File: config.mk
export PLATFORM = sky130hd
export DESIGN_NAME = fibonacci_seq
export DESIGN_NICKNAME = d
export VERILOG_FILES = /design/src/rtl/fibonacci_seq.sv
export SDC_FILE = /design/constraint.sdc
export NUM_CORES = 1
export LEC_CHECK = 0
export CAP_MARGIN = 20
export CELL_PAD_IN_SITES_DETAIL_PLACEMENT = 1
export CELL_PAD_IN_SITES_GLOBAL_PLACEMENT = 1
export CORE_MARGIN = 2
export CORE_UTILIZATION = 40
export CTS_BUF_LIST = sky130_fd_sc_hd__clkbuf_8 sky130_fd_sc_hd__clkbuf_16
export DETAILED_ROUTE_END_ITERATION = 10
export DONT_BUFFER_PORTS = 1
export PLACE_DENSITY_LB_ADDON = 0.1
export SYNTH_ARGS = -nofsm -noshare
export SYNTH_HDL_FRONTEND = slang
export SYNTH_SLANG_ARGS = --single-unit
File: constraint.sdc
create_clock -name clk -period 2.8 [get_ports clk]
set_input_delay 0 -clock clk [delete_from_list [all_inputs] [get_ports clk]]
set_output_delay 0 -clock clk [all_outputs]
set_load 0.02 [all_outputs]
File: src/rtl/fibonacci_seq.sv
// Multi-cycle Fibonacci engine: seeds (a, b) and index n in, term t(n+2) out
// one addition per clock, with start/busy/done handshake, abort and carry flag.
//
// state | meaning
// IDLE  | waiting for start; result registers hold the last job's output
// RUN   | stepping cur/prev once per clock while cnt counts down to zero
module fibonacci_seq #(
  parameter int WIDTH = 32,
  parameter int N_W   = 5
) (
  input  logic             clk,
  input  logic             resetn,
  input  logic             start,
  input  logic             clear,
  input  logic [N_W-1:0]   n,
  input  logic [WIDTH-1:0] seed_a,
  input  logic [WIDTH-1:0] seed_b,
  output logic             busy,
  output logic             done,
  output logic [WIDTH-1:0] data,
  output logic             overflow
);

  typedef enum logic {IDLE = 1'b0, RUN = 1'b1} state_t;

  state_t           state, state_nxt;
  logic [WIDTH-1:0] cur, cur_nxt;
  logic [WIDTH-1:0] prev, prev_nxt;
  logic [N_W-1:0]   cnt, cnt_nxt;
  logic             ovf, ovf_nxt;
  logic [WIDTH-1:0] data_nxt;
  logic             overflow_nxt;
  logic             done_nxt;

  // one extra bit on each sum exposes the carry out of WIDTH
  logic [WIDTH:0]   seed_sum;
  logic [WIDTH:0]   run_sum;

  assign seed_sum = {1'b0, seed_a} + {1'b0, seed_b};
  assign run_sum  = {1'b0, cur} + {1'b0, prev};
  assign busy     = (state == RUN);

  always_ff @(posedge clk or negedge resetn) begin
    if (!resetn) begin
      state    <= IDLE;
      cur      <= '0;
      prev     <= '0;
      cnt      <= '0;
      ovf      <= 1'b0;
      data     <= '0;
      overflow <= 1'b0;
      done     <= 1'b0;
    end else begin
      state    <= state_nxt;
      cur      <= cur_nxt;
      prev     <= prev_nxt;
      cnt      <= cnt_nxt;
      ovf      <= ovf_nxt;
      data     <= data_nxt;
      overflow <= overflow_nxt;
      done     <= done_nxt;
    end
  end

  always_comb begin
    state_nxt    = state;
    cur_nxt      = cur;
    prev_nxt     = prev;
    cnt_nxt      = cnt;
    ovf_nxt      = ovf;
    data_nxt     = data;
    overflow_nxt = overflow;
    done_nxt     = 1'b0;
    case (state)
      IDLE: begin
        if (start && !clear) begin
          cur_nxt   = seed_sum[WIDTH-1:0];
          prev_nxt  = seed_b;
          cnt_nxt   = n;
          ovf_nxt   = seed_sum[WIDTH];
          state_nxt = RUN;
        end
      end
      RUN: begin
        if (clear) begin
          state_nxt = IDLE;
        end else if (cnt != '0) begin
          cur_nxt  = run_sum[WIDTH-1:0];
          prev_nxt = cur;
          cnt_nxt  = cnt - 1'b1;
          ovf_nxt  = ovf | run_sum[WIDTH];
        end else begin
          // cur already holds t(n+2); publish it and release the engine
          data_nxt     = cur;
          overflow_nxt = ovf;
          done_nxt     = 1'b1;
          state_nxt    = IDLE;
        end
      end
      default: state_nxt = IDLE;
    endcase
  end

endmodule

==> impl_metrics.csv <==
group,metric,value,unit
run_status,status,"complete, no violations",
detailed_routing,m1WireLength,11.6,mm
synth,yosysTopAreaCellShare,33.4,%
finish,synthToLayoutAreaGrowth,14.1,%
synth,synthMuxAreaShare,4.84,%
synth,synth_flop_cell,"dfrtp_1",
global_routing,grt_pass1_vias,7366,
timing,finalCriticalPeriod,2.65,ns
cts,htree_levels,3,
timing,slew_headroom,61.6,%
worst_setup_path,cp-start-kind,"flop",
synth,synthAdderAreaFrac,11.0,%
placed_design,place.detailed.hpwl,18.0,mm
synth,ys_types,73,
timing,grt_setup_unrepaired,"true",
pwr,peakVddDrop,0.379,mV
timing,worstMarginPinSlew,0.571,ns
synth,yosys.area_share.simple,16.3,%
worst_setup_path,critPathRequiredTime,3.05,ns
finish,diodes,0,
synth,synthXorXnorAreaFrac,5.79,%
detailed_routing,vias,6960,
finish,layout-drive-gt1-share,9.29,%
detailed_routing,drt-total-wl,24.5,mm
synth,synth_edf_count,0,
finish,final_nets,1094,
detailed_routing,firstDrtPassIters,5,
detailed_routing,vias_per_cell,5.69,
worst_setup_path,reg2reg_slack,0.15,ns
global_routing,grt_antenna_before_repair,0,
finish,fillers,2343,
cts,cts-root-buf,"clkbuf_16",
global_routing,grt_use_total,24.3,%
timing,fin_crit_sh,94.7,%
synth,synth_nets,1062,
global_routing,grt_first_pass_wirelength,39.3,mm
die,start_util,40.6,%
pwr,p_leak,4.16,nW
cts,cts_buffers,9,
placed_design,portBuffers,0,
die,die_h,144,µm
synth,yosys-top-cells-count,"nand2_1, dfrtp_1, o21ai_0",
detailed_routing,top_layer_used,"met4",
global_routing,grt_max_degree,106,
detailed_routing,post-route-drc-count,0,
worst_setup_path,cp_max_fo,5,
synth,synth_seq_area_share,33.4,%
die,rows,51,
timing,slew_violations,0,
placed_design,dp.cells,1165,
detailed_routing,ant_nets,0,
worst_setup_path,worst_ep_arrival_time,2.90,ns
die,core,19400,µm²
placed_design,place_area,8150,µm²
timing,setup_violations,0,
detailed_routing,met2_length,11.6,mm
synth,yosys-top-cells-area,"dfrtp_1, ha_1, nand2_1",
detailed_routing,wl_per_cell,20.0,µm
placed_design,dpl_worst_slack,-0.0330,ns
die,dieArea,20800,µm²
timing,whs,0.0273,ns
synth,yosys_warnings,0,
global_routing,overflow,0,
worst_setup_path,endpoint_kind,"flop",
run,cap_violations,0,
synth,yosysMostFrequentCell,"nand2_1",
pwr,pwr_density_cell,875,nW/µm²
worst_setup_path,crit_type,"flop to flop",
synth,synthArstFlopShare,100,%
placed_design,finalWeightedCongestion,0.916,
synth,syn_inst,921,
detailed_routing,wl_met3,818,µm
synth,synth_top_family_by_area,"compound AO/OA/AOI/OAI gates",
synth,synth_area,7870,µm²
cts,cts_tree,"done",
finish,layout.cells.non_filler,1223,
timing,hold_violations,0,
cts,clk_path_buf_depth,2,
cts,path_clk_slew,0.08,ns
cts,clock-sinks,105,
timing,setup_ws,0.147,ns
timing,skew,0.0102,ns
cts,insertion_delay,0.37,ns
synth,synth-seq-cells,105,
synth,synth_compound_area_share,24.6,%
timing,max_freq,377,MHz
die,fp.dieW,144,µm
die,io_pins,108,
synth,yosys.area.top_type,"dfrtp_1",
hold_path,hold_path_class,"primary input to flop",
finish,fin_area,8970,µm²
synth,avgSynthCellArea,8.54,µm²
detailed_routing,first_iter_violations,313,
[per-stage QoR]
step	power [mW]	TNS (ns)	util, %
CTS	7.79	0	45.8
finish	7.85	0	46.3
detailed placement	6.28	-0.0330	42.0
global route	8.50	-0.120	46.3
floorplan	5.30	0	-
global placement	6.19	0	42.0
[cell families (layout without fill, tap and decap cells)]
family                   after synthesis  count (layout)
flip-flops                           105             105
AND/OR/NAND/NOR                      296             296
AO/OA/AOI/OAI                        299             299
adder cells (fa/ha/maj)               68              68
multiplexers                          38              38
XOR/XNOR                              52              52
buffers and inverters                 63             100
[state kept, by name, summed over array words and instances, names as in the netlist]
| name | flops |
|---|---|
| ovf | 1 |
| overflow | 1 |
| prev | 32 |
| cur | 32 |
| busy | 1 |
| done | 1 |
| data | 32 |
| cnt | 5 |
[layer usage]
metal  track usage (%)  up-vias
met1              32.9     3462
li1                  -     3351
met5                 0        -
met2              40.0      122
met3              3.51       25
met4              7.87        0
[power breakdown]
group / leakage [nW] / switching (mW) / internal (mW)
Combinational: 2.69 / 2.13 / 1.64
Clock: 0.150 / 0.705 / 0.641
Sequential: 1.32 / 0.722 / 2.02
Total: 4.16 / 3.55 / 4.30
[critical path, cell delays in order, from the launching register on]
cell and delay (ns):
dfrtp_2 0.45, ha_1 0.29, a21o_1 0.13, nand4_1 0.13, a31o_2 0.24, o21a_2 0.27
o311ai_4 0.33, a41oi_1 0.19, xnor2_1 0.16, a221oi_1 0.26, o21ai_1 0.10
[final timing paths]
path	from	end	cells past startpoint
min in group asynchronous	resetn	prev[9]	2
max in group asynchronous	resetn	busy	2
setup reg to reg	cur[1]	cur[29]	10
setup / recovery	cur[1]	cur[29]	10
hold reg to reg	prev[16]	prev[16]	2
hold / removal	seed_b[1]	cur[1]	3
[cell type report]
class | instances | area (µm²) | area share [%]
clock buffer | 9 | 225 | 2.51
clock inverter | 7 | 81.3 | 0.906
inverter | 19 | 71.3 | 0.795
multi-input combinational | 753 | 5000 | 55.7
sequential | 105 | 2630 | 29.3
tap | 265 | 332 | 3.70
timing repair buffer | 65 | 633 | 7.06
[what timing repair did]
action                                  in CTS  in global routing
endpoints found under the setup margin       1                 10
hold endpoints to repair                   144                  0
hold buffers                                41                  0
pin swaps                                    0                  4
setup buffers                                0                  1
gates resized for setup                      1                 19
[cell usage in the layout (no fill, tap or decap), types with 3 or more instances in the layout]
cell type      netlist  routed
nand2_1            181     181
dfrtp_1            105     103
o21ai_0             93      93
a21oi_1             72      68
ha_1                66      60
nor2_1              46      46
dlygate4sd3_1        0      40
mux2i_1             38      38
a21o_1              37      37
xnor2_1             30      30
xor2_1              22      22
buf_4                2      22
inv_1               18      18
nand3_1             17      17
nand4_1             13      13
o21bai_1            10      10
a21oi_2              7      10
o21a_1              11       9
a31oi_1              9       9
clkbuf_16            0       9
o21ai_1              7       7
and3_1               6       6
nor3_1               6       6
ha_2                 0       6
nand2b_1             5       5
o22ai_1              5       5
and2_1               4       4
o31a_1               3       3
a41oi_1              3       3
o2111ai_1            3       3
o31ai_1              3       3
a22oi_1              3       3
Power figures use the tool's default switching activity.
